===== config.mk =====
export PLATFORM = sky130hd
export DESIGN_NAME = mano_mem_arbiter
export DESIGN_NICKNAME = d
export VERILOG_FILES = /design/src/rtl/mano_mem_pkg.sv /design/src/rtl/mano_mem_wait_ctr.sv /design/src/rtl/mano_mem_arbiter.sv
export SDC_FILE = /design/constraint.sdc
export NUM_CORES = 1
export LEC_CHECK = 0
export ABC_AREA = 0
export BUFFER_PORTS_ARGS = -buffer_cell sky130_fd_sc_hd__buf_2
export CAP_MARGIN = 20
export CELL_PAD_IN_SITES_DETAIL_PLACEMENT = 1
export CELL_PAD_IN_SITES_GLOBAL_PLACEMENT = 2
export CORE_MARGIN = 2
export CORE_UTILIZATION = 26
export DETAILED_ROUTE_END_ITERATION = 12
export PLACE_DENSITY_LB_ADDON = 0.1
export SKIP_LAST_GASP = 1
export SLEW_MARGIN = 15
export SYNTH_ARGS = -nofsm -noshare
export SYNTH_HDL_FRONTEND = slang
export SYNTH_SLANG_ARGS = --single-unit

===== constraint.sdc =====
create_clock -name clk -period 1.8 [get_ports clk]
set_input_delay 0.36 -clock clk [delete_from_list [all_inputs] [get_ports clk]]
set_output_delay 0.36 -clock clk [all_outputs]
set_load 0.01 [all_outputs]

===== src/rtl/mano_mem_pkg.sv =====
// Shared types and constants for the Mano basic computer memory arbiter.
package mano_mem_pkg;

  localparam int DEF_ADDR_W = 12;
  localparam int DEF_DATA_W = 16;

  // Lowest address that is not part of the page-0 vector area.
  localparam logic [11:0] PROT_LIMIT = 12'h010;

  typedef enum logic [1:0] {
    IDLE   = 2'd0,
    ACCESS = 2'd1,
    DONE   = 2'd2
  } state_t;

  typedef enum logic {
    OWN_CPU = 1'b0,
    OWN_LDR = 1'b1
  } owner_t;

endpackage


===== src/rtl/mano_mem_wait_ctr.sv =====
// Loadable 3-bit down-counter that counts the memory wait states of one access.
module mano_mem_wait_ctr (
  input  logic       clk,
  input  logic       rst_n,
  input  logic       load,
  input  logic [2:0] load_val,
  input  logic       dec,
  output logic       zero
);

  logic [2:0] count;

  always_ff @(posedge clk) begin
    if (!rst_n) begin
      count <= 3'd0;
    end else if (load) begin
      count <= load_val;
    end else if (dec && (count != 3'd0)) begin
      count <= count - 3'd1;
    end
  end

  assign zero = (count == 3'd0);

endmodule


===== src/rtl/mano_mem_arbiter.sv =====
// Two-port (CPU / loader) arbiter and wait-state sequencer for the Mano 4096x16 memory.
// Optional CPU write protection of the page-0 vector area: define MANO_MEM_WPROT_EN.
module mano_mem_arbiter
  import mano_mem_pkg::*;
#(
  parameter int ADDR_W      = DEF_ADDR_W,
  parameter int DATA_W      = DEF_DATA_W,
  parameter int WAIT_CYCLES = 2
) (
  input  logic              clk,
  input  logic              rst_n,
  input  logic              cpu_rd,
  input  logic              cpu_wr,
  input  logic [ADDR_W-1:0] cpu_addr,
  input  logic [DATA_W-1:0] cpu_wdata,
  output logic [DATA_W-1:0] cpu_rdata,
  output logic              cpu_ack,
  output logic              cpu_stall,
  input  logic              ldr_req,
  input  logic              ldr_we,
  input  logic [ADDR_W-1:0] ldr_addr,
  input  logic [DATA_W-1:0] ldr_wdata,
  output logic [DATA_W-1:0] ldr_rdata,
  output logic              ldr_ack,
  output logic              mem_en,
  output logic              mem_we,
  output logic [ADDR_W-1:0] mem_addr,
  output logic [DATA_W-1:0] mem_wdata,
  input  logic [DATA_W-1:0] mem_rdata,
  output logic              err
);

  state_t            state, state_nxt;
  owner_t            last_grant, req_owner, grant_own;
  logic [ADDR_W-1:0] req_addr;
  logic [DATA_W-1:0] req_wdata;
  logic              req_write;
  logic              req_block;
  logic              cpu_req, grant, ctr_load, ctr_dec, ctr_zero, capture;
  logic              cpu_prot_hit;

  assign cpu_req = cpu_rd | cpu_wr;

`ifdef MANO_MEM_WPROT_EN
  assign cpu_prot_hit = cpu_wr & ~cpu_rd & (cpu_addr < ADDR_W'(PROT_LIMIT));
`else
  assign cpu_prot_hit = 1'b0;
`endif

  mano_mem_wait_ctr u_wait_ctr (
    .clk      (clk),
    .rst_n    (rst_n),
    .load     (ctr_load),
    .load_val (3'(WAIT_CYCLES)),
    .dec      (ctr_dec),
    .zero     (ctr_zero)
  );

  // On a tie the requester that was not granted last wins.
  always_comb begin
    state_nxt = state;
    grant     = 1'b0;
    grant_own = OWN_CPU;
    ctr_load  = 1'b0;
    ctr_dec   = 1'b0;
    capture   = 1'b0;
    case (state)
      IDLE: begin
        if (cpu_req && (!ldr_req || (last_grant == OWN_LDR))) begin
          grant     = 1'b1;
          grant_own = OWN_CPU;
        end else if (ldr_req) begin
          grant     = 1'b1;
          grant_own = OWN_LDR;
        end
        if (grant) begin
          ctr_load  = 1'b1;
          state_nxt = ACCESS;
        end
      end
      ACCESS: begin
        if (ctr_zero) begin
          capture   = 1'b1;
          state_nxt = DONE;
        end else begin
          ctr_dec = 1'b1;
        end
      end
      DONE: begin
        state_nxt = IDLE;
      end
      default: begin
        state_nxt = IDLE;
      end
    endcase
  end

  always_ff @(posedge clk) begin
    if (!rst_n) begin
      state      <= IDLE;
      last_grant <= OWN_LDR;
      req_owner  <= OWN_CPU;
      req_addr   <= '0;
      req_wdata  <= '0;
      req_write  <= 1'b0;
      req_block  <= 1'b0;
      cpu_rdata  <= '0;
      ldr_rdata  <= '0;
      err        <= 1'b0;
    end else begin
      state <= state_nxt;
      if (grant) begin
        req_owner <= grant_own;
        if (grant_own == OWN_CPU) begin
          req_addr  <= cpu_addr;
          req_wdata <= cpu_wdata;
          // A simultaneous rd+wr is carried out as a read.
          req_write <= cpu_wr & ~cpu_rd;
          req_block <= cpu_prot_hit;
          err       <= err | (cpu_rd & cpu_wr) | cpu_prot_hit;
        end else begin
          req_addr  <= ldr_addr;
          req_wdata <= ldr_wdata;
          req_write <= ldr_we;
          req_block <= 1'b0;
        end
      end
      if (capture && !req_write) begin
        if (req_owner == OWN_CPU) begin
          cpu_rdata <= mem_rdata;
        end else begin
          ldr_rdata <= mem_rdata;
        end
      end
      if (state == DONE) begin
        last_grant <= req_owner;
      end
    end
  end

  assign mem_en    = (state == ACCESS);
  assign mem_we    = mem_en & req_write & ~req_block;
  assign mem_addr  = req_addr;
  assign mem_wdata = req_wdata;
  assign cpu_ack   = (state == DONE) && (req_owner == OWN_CPU);
  assign ldr_ack   = (state == DONE) && (req_owner == OWN_LDR);
  assign cpu_stall = cpu_req & ~cpu_ack;

endmodule

==> metrics.md <==
| Metric | Value |
|---|---|
| Post-synth top cells | `dfxtp_1, nand2_1, mux2i_1, o21ai_0, clkbuf_1` |
| Buffers added on ports | `143` |
| Worst setup margin | `139 ps` |
| Min Tclk post-route | `1660 ps` |
| FMAX | `602 MHz` |
| Core area | `11,500 um^2` |
| Slew Viols, Final | `0` |
| CTS Sinks | `69` |
| Finished Core Util | `37.9%` |
| Avg Cell Area, Syn | `8.79 um^2` |
| Compound-cell area share of the yosys netlist | `19.6%` |
| Post-DRT Antenna Nets | `0` |
| Syn_nets | `429` |
| Start point of the critical path | `state[1]` |
| Synth cell types | `36` |
| Slew @ Worst Pin | `346 ps` |
| Yosys warnings | `0` |
| Static Leak | `2.08 nW` |
| CTS H-Tree Depth | `3` |
| Drt wl/cell | `17.1 um` |
| Top-Level Pins | `144` |
| Hold-fix buffers at CTS | `0` |
| Power Density | `1050 nW/um^2` |
| Cell Area, Synth | `3070 um^2` |
| Initial core utilization | `26.8%` |
| Largest family of logic cells by synthesized area | `compound AO/OA/AOI/OAI gates` |
| Met3 usage | `4.10%` |
| Worst r2r src | `u_wait_ctr.count[0]` |
| Share of the synthesized area in the top cell type | `45.0%` |
| Area grow syn2layout | `41.7%` |
| Largest cells by area after synthesis | `dfxtp_1, mux2i_1, a311oi_1, nand2_1, nand4_1` |
| Placer Congestion | `0.739` |
| CTS tree | `yes` |
| Num CTS Buffers | `9` |
| Final wirelength | `10.9 mm` |
| Placed cells | `618` |
| First-pass iteration count of the detailed router | `4` |
| Crit path arrival time | `1300 ps` |
| Period utilization | `92.3%` |
| VDD IR-drop max | `0.000518 V` |
| Setup WS pre-CTS | `192 ps` |
| CP Capture Type | `primary output` |
| Die Area | `12,700 um^2` |
| Post-Layout Cell Count | `634` |
| XOR/XNOR Fraction of Synth Area | `0%` |
| Overflow after GRT | `0` |
| Seq/Total Area, Yosys | `45.0%` |
| Layout cells sized above 1 | `37.9%` |
| Vias | `3,178` |
| Max_cap viols | `0` |
| FF+latch area | `1380 um^2` |
| Clk slew on worst S/H paths | `60 ps` |
| Mux share of post-synthesis cell area | `10.4%` |
| CTS resizes | `0` |
| Fill cell count | `1,386` |
| Final antenna diode count | `0` |
| Vias in the first global route | `3,327` |
| Final count of hold timing violations | `0` |
| Worst hold start | `mem_rdata[4]` |
| Dpl hpwl | `7.65 mm` |
| First-pass GRT wire length | `17.2 mm` |
| Initial antenna violation count | `0` |
| Met2 usage | `27.9%` |
| Total power | `4.56 mW` |
| Largest net degree at the start of global routing | `52` |
| Die Span X | `113 um` |
| Clock Path Buffers | `2` |
| GR Layer Usage met1 | `21.6%` |
| Critical path type | `reg -> out` |
| Yosys reg bits | `69` |
| Primary FF master, synth | `dfxtp_1` |
| Die H | `113 um` |
| Async SR Flop Fraction | `0%` |
| Skew-Pair Late Insertion Delay | `330 ps` |
| Most frequent cell after synthesis | `dfxtp_1` |
| Final setup viols | `0` |
| Post-CTS Setup Bufs | `0` |
| Synthesized instance count | `349` |
| Status | `finished clean` |
| Setup TNS | `0 ps` |
| Slew HR | `76.9%` |
| DRT iter0 DRCs | `115` |
| HP Class | `in -> reg` |
| Drt drc | `0` |
| Skew final | `5.51 ps` |
| Area of the multi-input gates | `1510 um^2` |
| Post-synth EDFFs | `0` |
| CP Data Required Time | `1440 ps` |
| Simple-Gate Fraction of Synth Area | `18.0%` |
| Adder-Cell Fraction of Synth Area | `0.815%` |
| Root Buffer | `clkbuf_16` |
| Site Rows | `39` |
| All-Layer GR Usage | `17.0%` |
| Critical Path Fanout Max | `8` |
| Layout Nets | `566` |
| RSZ-0062 raised after global routing | `no` |
| Grt peak-use layer | `met2` |
| Via/cell ratio | `5.01` |
| Yosys top cell by area | `dfxtp_1` |
| Critical Path Source Type | `flip-flop` |
final cells by class:
type	instances	area share, %
tap	143	4.12
timing repair buffer	162	21.5
clock buffer	11	5.81
inverter	7	0.604
clock inverter	5	1.35
multi-input combinational	237	34.8
sequential	69	31.8
path summary, 6_finish.rpt:
check	endpoint	slack, ps	cells past startpoint
setup / recovery	mem_we	140	4
hold / removal	ldr_rdata[4]	300	3
setup reg to reg	cpu_rdata[7]	200	6
hold reg to reg	err	450	2
cells by family (layout without fill, tap and decap cells):
kind of cell               after synthesis  count (layout)
buffers and inverters                   43             185
DFF                                     69              69
adders and majority gates                2               2
muxes                                   32              32
and+or+nand+nor                        106             106
AOI/OAI and AO/OA                       97              97
state kept, by name, indices dropped and copies added (netlist names):
| signal | flops |
|---|---|
| u_wait_ctr.count | 3 |
| last_grant | 1 |
| req_write | 1 |
| err | 1 |
| mem_addr | 12 |
| req_owner | 1 |
| cpu_rdata | 16 |
| ldr_rdata | 16 |
| mem_wdata | 16 |
| state | 2 |
placed cells by master (no fill, tap or decap), types with 2 or more instances in the layout:
cell type / count
buf_2: 143
a31oi_1: 5
buf_4: 13
clkbuf_8: 2
ha_1: 2
nor3_1: 2
clkinvlp_4: 2
o21ai_0: 32
or4_1: 3
a21oi_1: 28
nand3_1: 2
inv_1: 7
buf_12: 6
dfxtp_1: 67
nor2_1: 5
a311oi_1: 23
nand4_1: 28
dfxtp_2: 2
clkbuf_16: 9
mux2i_1: 32
nand2_1: 48
nand4b_1: 5
nand2b_1: 3
worst max-delay path, cell delays in order (launching register included):
cell and delay, ps:
dfxtp_2 380, nand2b_4 180, inv_1 110, and2_1 180
buf_2 130
where the power goes:
part           internal, mW  total (mW)  switching (mW)
clock network          1.15        1.84           0.691
registers              1.67        1.74          0.0750
logic                 0.409       0.973           0.565
total                  3.23        4.56            1.33
per-layer routing:
| layer | part of all wire, % | up-vias | wire length [um] |
|---|---|---|---|
| met5 | 0 | - | 0 |
| met4 | 1.7 | 0 | 180 |
| met3 | 6.2 | 13 | 671 |
| met2 | 47 | 97 | 5150 |
| met1 | 45 | 1508 | 4860 |
| li1 | - | 1560 | - |
metrics by stage:
step | area, um^2 | hold WS (ps)
6_report | 4350 | 298
4_1_cts | 4350 | 293
2_1_floorplan | 3070 | 450
5_1_grt | 4350 | 313
3_5_place_dp | 4030 | 445
3_3_place_gp | 4030 | 442
(Power assumes the default switching activity.)
